===== src/rtl/pc_branch_ctrl_pkg.sv =====
// Shared definitions for the execute-stage PC-write control: ARM condition
// codes, flag bit positions and the flush FSM state type.
package pc_branch_ctrl_pkg;

    localparam logic [3:0] COND_EQ = 4'h0;
    localparam logic [3:0] COND_NE = 4'h1;
    localparam logic [3:0] COND_CS = 4'h2;
    localparam logic [3:0] COND_CC = 4'h3;
    localparam logic [3:0] COND_MI = 4'h4;
    localparam logic [3:0] COND_PL = 4'h5;
    localparam logic [3:0] COND_VS = 4'h6;
    localparam logic [3:0] COND_VC = 4'h7;
    localparam logic [3:0] COND_HI = 4'h8;
    localparam logic [3:0] COND_LS = 4'h9;
    localparam logic [3:0] COND_GE = 4'hA;
    localparam logic [3:0] COND_LT = 4'hB;
    localparam logic [3:0] COND_GT = 4'hC;
    localparam logic [3:0] COND_LE = 4'hD;
    localparam logic [3:0] COND_AL = 4'hE;

    // Bit positions inside the {N,Z,C,V} flag vector
    localparam int FLAG_N = 3;
    localparam int FLAG_Z = 2;
    localparam int FLAG_C = 1;
    localparam int FLAG_V = 0;

    // Flush counter width; covers FLUSH_CYCLES up to 15
    localparam int FCNT_W = 4;

    typedef enum logic {
        ST_IDLE  = 1'b0,
        ST_FLUSH = 1'b1
    } state_t;

endpackage


===== src/rtl/pc_branch_ctrl_cond_check.sv =====
// Combinational ARM condition evaluator: condition field plus {N,Z,C,V}
// gives a single pass/fail bit.
module cond_check
    import pc_branch_ctrl_pkg::*;
(
    input  logic [3:0] i_cond,
    input  logic [3:0] i_flags,
    output logic       o_ok
);

    logic w_n;
    logic w_z;
    logic w_c;
    logic w_v;

    assign w_n = i_flags[FLAG_N];
    assign w_z = i_flags[FLAG_Z];
    assign w_c = i_flags[FLAG_C];
    assign w_v = i_flags[FLAG_V];

    always_comb begin
        o_ok = 1'b1;
        case (i_cond)
            COND_EQ: o_ok = w_z;
            COND_NE: o_ok = ~w_z;
            COND_CS: o_ok = w_c;
            COND_CC: o_ok = ~w_c;
            COND_MI: o_ok = w_n;
            COND_PL: o_ok = ~w_n;
            COND_VS: o_ok = w_v;
            COND_VC: o_ok = ~w_v;
            COND_HI: o_ok = w_c & ~w_z;
            COND_LS: o_ok = ~w_c | w_z;
            COND_GE: o_ok = (w_n == w_v);
            COND_LT: o_ok = (w_n != w_v);
            COND_GT: o_ok = ~w_z & (w_n == w_v);
            COND_LE: o_ok = w_z | (w_n != w_v);
            // AL and the 4'b1111 encoding both always execute
            default: o_ok = 1'b1;
        endcase
    end

endmodule


===== src/rtl/pc_branch_ctrl.sv =====
// Execute-stage PC-write control: qualifies register/memory/PC writes with
// condition codes, squashes wrong-path slots after a redirect, counts redirects.
module pc_branch_ctrl
    import pc_branch_ctrl_pkg::*;
#(
    parameter int RD_W         = 4,
    parameter int PC_REG       = 15,
    parameter int FLUSH_CYCLES = 2,
    parameter int CNT_W        = 16
) (
    input  logic             clk,
    input  logic             reset,
    input  logic             valid_i,
    input  logic             stall_i,
    input  logic [RD_W-1:0]  rd,
    input  logic             reg_w,
    input  logic             mem_w,
    input  logic             branch,
    input  logic [1:0]       flag_w,
    input  logic [3:0]       cond,
    input  logic [3:0]       alu_flags,
    output logic             pcs,
    output logic             pc_src,
    output logic             reg_write_o,
    output logic             mem_write_o,
    output logic [3:0]       flags_o,
    output logic             flush_o,
    output logic [CNT_W-1:0] taken_cnt
);

    localparam logic [FCNT_W-1:0] FLUSH_LOAD = FCNT_W'(FLUSH_CYCLES);
    localparam bit                FLUSH_EN   = (FLUSH_CYCLES != 0);

    state_t            r_state;
    state_t            w_state_next;
    logic [FCNT_W-1:0] r_flush_cnt;
    logic [FCNT_W-1:0] w_flush_cnt_next;
    logic [3:0]        r_flags;
    logic [CNT_W-1:0]  r_taken;

    logic w_pcs;
    logic w_cond_ok;
    logic w_exec;
    logic w_pc_src;
    logic w_advance;

    cond_check u_cond_check (
        .i_cond  (cond),
        .i_flags (r_flags),
        .o_ok    (w_cond_ok)
    );

    assign w_pcs     = valid_i & (((rd == RD_W'(PC_REG)) & reg_w) | branch);
    assign w_exec    = valid_i & w_cond_ok & (r_state == ST_IDLE);
    assign w_pc_src  = w_exec & w_pcs;
    assign w_advance = ~stall_i;

    assign pcs         = w_pcs;
    assign pc_src      = w_pc_src;
    assign reg_write_o = w_exec & reg_w;
    assign mem_write_o = w_exec & mem_w;
    assign flags_o     = r_flags;
    assign flush_o     = (r_state == ST_FLUSH);
    assign taken_cnt   = r_taken;

    always_ff @(posedge clk) begin
        if (reset) begin
            r_flags <= 4'b0000;
        end else if (w_exec && w_advance) begin
            if (flag_w[1]) begin
                r_flags[FLAG_N] <= alu_flags[FLAG_N];
                r_flags[FLAG_Z] <= alu_flags[FLAG_Z];
            end
            if (flag_w[0]) begin
                r_flags[FLAG_C] <= alu_flags[FLAG_C];
                r_flags[FLAG_V] <= alu_flags[FLAG_V];
            end
        end
    end

    always_ff @(posedge clk) begin
        if (reset) begin
            r_state     <= ST_IDLE;
            r_flush_cnt <= '0;
        end else if (w_advance) begin
            r_state     <= w_state_next;
            r_flush_cnt <= w_flush_cnt_next;
        end
    end

    always_comb begin
        w_state_next     = r_state;
        w_flush_cnt_next = r_flush_cnt;
        case (r_state)
            ST_IDLE: begin
                if (w_pc_src && FLUSH_EN) begin
                    w_state_next     = ST_FLUSH;
                    w_flush_cnt_next = FLUSH_LOAD;
                end
            end
            ST_FLUSH: begin
                // The last squashed slot leaves on the edge where one remains
                if (r_flush_cnt == FCNT_W'(1)) begin
                    w_state_next     = ST_IDLE;
                    w_flush_cnt_next = '0;
                end else begin
                    w_flush_cnt_next = r_flush_cnt - FCNT_W'(1);
                end
            end
            default: begin
                w_state_next     = ST_IDLE;
                w_flush_cnt_next = '0;
            end
        endcase
    end

    always_ff @(posedge clk) begin
        if (reset) begin
            r_taken <= '0;
        end else if (w_pc_src && w_advance && (r_taken != {CNT_W{1'b1}})) begin
            r_taken <= r_taken + CNT_W'(1);
        end
    end

endmodule


===== config.mk =====
export PLATFORM = sky130hd
export DESIGN_NAME = pc_branch_ctrl
export DESIGN_NICKNAME = d
export VERILOG_FILES = /design/src/rtl/pc_branch_ctrl_pkg.sv /design/src/rtl/pc_branch_ctrl_cond_check.sv /design/src/rtl/pc_branch_ctrl.sv
export SDC_FILE = /design/constraint.sdc
export NUM_CORES = 1
export LEC_CHECK = 0
export ABC_AREA = 1
export BUFFER_PORTS_ARGS = -buffer_cell sky130_fd_sc_hd__buf_2
export CORE_ASPECT_RATIO = 1.1
export CORE_MARGIN = 10
export CORE_UTILIZATION = 55
export CTS_CLUSTER_SIZE = 16
export DETAILED_ROUTE_END_ITERATION = 12
export PLACE_DENSITY = 0.83
export REMOVE_ABC_BUFFERS = 1
export SYNTH_ARGS = -nofsm -noshare
export SYNTH_HDL_FRONTEND = slang
export SYNTH_SLANG_ARGS = --single-unit

===== constraint.sdc =====
create_clock -name clk -period 4.37 [get_ports clk]
set_input_delay 0.2185 -clock clk [delete_from_list [all_inputs] [get_ports clk]]
set_output_delay 0.2185 -clock clk [all_outputs]
set_load 0.02 [all_outputs]

==> qor.csv <==
metric,value,unit
grt_pass1_wl,6844,µm
leakage,0.9960,nW
port-buffer-count,45,
critPathArrivalTime,2.27,ns
antenna_cells,0,
ys_warn_count,0,
status,completed,
crit_path_max_incr_delay,0.55,ns
cp-end-kind,flip-flop,
drv_slew,0,
irDropWorstVdd,0.0002309,V
layout-drive-gt1-share,0.2336,
dieArea,5601,µm²
clock-sinks,25,
start_util,0.5845,
gp_congestion,0.9605,
vias,1757,
dp_hpwl,3007,µm
max_clock_freq,0.4916,GHz
wl_per_cell,11.32,µm
cts_resized,0,
drt-initial-drc-count,142,
cp_cell_sequence,inv_1 > nand2_1 > nand3_2 > a21oi_1 > nor2_1 > nand2_4 > nand3_4 > nor2_4 > nand3_1 > nand2_1 > nor2_1,
ant_nets,0,
synth_cells,260,
ys_seq_area_frac,0.3028,
cts_tree,built,
nNetsFinal,329,
post-cts-setup-buffers,0,
drt-total-wl,3815,µm
finalSetupTns,0,ns
tightest_slew,0.6968,ns
grt_max_degree,30,
timing.final.crit_share,0.4655,
syn_avg_cell_area,6.357,µm²
firstDrtPassIters,4,
cap_viol_max_count,0,
path_max_fanout,29,
drc_errors,0,
cts-root-buf,clkbuf_4,
synth_area,1653,µm²
critPathLaunchType,flip-flop,
placed_cells,333,
clk_pin_slew_worst_paths,0.14,ns
die_h,77.50,µm
setup_viol,0,
slew_headroom,0.5344,
post_synth_num_cell_types,29,
fin_crit,2.034,ns
rsz0062_at_grt,false,
areaGrowthSynthToFinish,15.14,%
ys_ff_latch,25,
layoutNonFillerInstCount,337,
pwr_density_cell,222.8,nW/µm²
viasPerCell,5.214,
hold_viol,0,
finClkSkew,0.01037,ns
min_path_type,in -> reg,
rows,20,
crit_type,reg -> reg,
antenna_found_initial,0,
cp_data_required_time,4.60,ns
clk_path_buf_depth,2,
core-area,2828,µm²
grt_pass1_vias,1610,
insertion_delay,0.32,ns
cts_htree_levels,1,
cts-hold-fix-buffers,0,
die_w,72.27,µm
grt_overflow,0,
nFillCells,281,
cp_slowest_cell,nor2_4,
ios,46,
grt_usage,0.1413,
cts_buffers,3,
path summary, 6_finish.rpt:
check | startpoint | end | slack [ns] | depth (start not counted)
max reg2reg | flags_o[0] | taken_cnt[9] | 2.34 | 11
min reg2reg | r_flush_cnt[3] | r_flush_cnt[3] | 0.54 | 2
max | flags_o[0] | taken_cnt[9] | 2.34 | 11
min | reset | r_flush_cnt[3] | 0.08 | 2
report_power, final:
group | switching, W | internal (W) | leakage [nW] | total (W)
logic | 0.0000518 | 0.0000297 | 0.776 | 0.0000815
registers | 0.00000551 | 0.000233 | 0.202 | 0.000238
clock network | 0.0000697 | 0.0000343 | 0.0177 | 0.000104
layout make-up:
type	instances	area, µm²	share of cell area
Clock inverter	1	5.005	0.002630
Sequential cell	25	500.5	0.2630
Tap cell	33	41.29	0.02170
Timing Repair Buffer	45	225.2	0.1183
Multi-Input combinational cell	195	977.2	0.5135
Inverter	35	131.4	0.06903
Clock buffer	3	22.52	0.01183
per-layer routing:
| layer | wire length [µm] | vias to the layer above | GRT usage |
|---|---|---|---|
| met5 | 0 | - | 0 |
| met4 | 65 | 0 | 0.05426 |
| met3 | 295 | 7 | 0.03308 |
| met2 | 1684 | 63 | 0.2242 |
| li1 | - | 917 | - |
| met1 | 1770 | 770 | 0.1785 |
logic make-up (layout without fill, tap and decap cells):
| family | after synthesis | in the layout | synth area share |
|---|---|---|---|
| AND/OR/NAND/NOR | 166 | 166 | 0.4580 |
| buffers and inverters | 40 | 84 | 0.1060 |
| flip-flops | 25 | 25 | 0.3028 |
| AO/OA/AOI/OAI | 23 | 23 | 0.09462 |
| adder cells (fa/ha/maj) | 3 | 3 | 0.02271 |
| XOR/XNOR | 3 | 3 | 0.01590 |
worst max-delay path, delay by kind of cell, from the launching register on:
kind / cells / cell delay (ns)
buf+inv: 1 / 0.09
simple gates: 9 / 1.29
flops: 1 / 0.42
compound gates: 1 / 0.12
metrics by stage:
stage | util | instance area, µm² | hold WS, ns | setup WS (ns) | power [W]
6_report | 0.6730 | 1903 | 0.08201 | 2.336 | 0.0004239
5_1_grt | 0.6730 | 1903 | 0.07995 | 2.013 | 0.0004492
4_1_cts | 0.6730 | 1903 | 0.07454 | 2.338 | 0.0004285
3_5_place_dp | 0.6633 | 1876 | 0.4382 | 2.366 | 0.0003251
3_3_place_gp | 0.6633 | 1876 | 0.4288 | 2.422 | 0.0003236
2_1_floorplan | - | 1609 | 0.2876 | 2.465 | 0.0002977
registers in the layout (all words and copies together), names as in the netlist:
signal,count
flush_o,1
taken_cnt,16
flags_o,4
r_flush_cnt,4
cells in the final DEF (no fill, tap or decap), types with 3 or more instances in the layout:
cell | Yosys | final
inv_1 | 32 | 32
buf_2 | 1 | 45
a21oi_1 | 11 | 11
nor3_1 | 3 | 3
ha_1 | 3 | 3
a21oi_2 | 10 | 10
nand3_1 | 34 | 34
nand2_1 | 62 | 62
nand4_1 | 6 | 6
nor2_1 | 50 | 50
dfxtp_1 | 25 | 25
clkbuf_4 | 0 | 3
cell usage after synthesis:
master	n	area [µm²]
clkbuf_1	2	7.510
nand3_4	1	17.52
buf_6	1	11.26
inv_1	32	120.1
xor2_1	1	8.760
nand3_1	34	170.2
clkinv_1	1	3.750
buf_2	1	5.000
buf_12	1	20.02
nor3_1	3	15.01
o21ai_0	1	5.000
nand3_2	1	10.01
inv_2	2	7.510
nor3b_2	1	12.51
xnor2_1	2	17.52
and3_1	1	6.260
a31o_2	1	8.760
nand4_1	6	37.54
ha_1	3	37.54
nor2_2	2	12.51
nor2_1	50	187.7
nand4_2	2	25.02
nor3b_1	1	7.510
a21oi_1	11	55.05
nand2_1	62	232.7
nand2_4	1	11.26
a21oi_2	10	87.58
nor2_4	1	11.26
dfxtp_1	25	500.5
(Power assumes the default switching activity.)
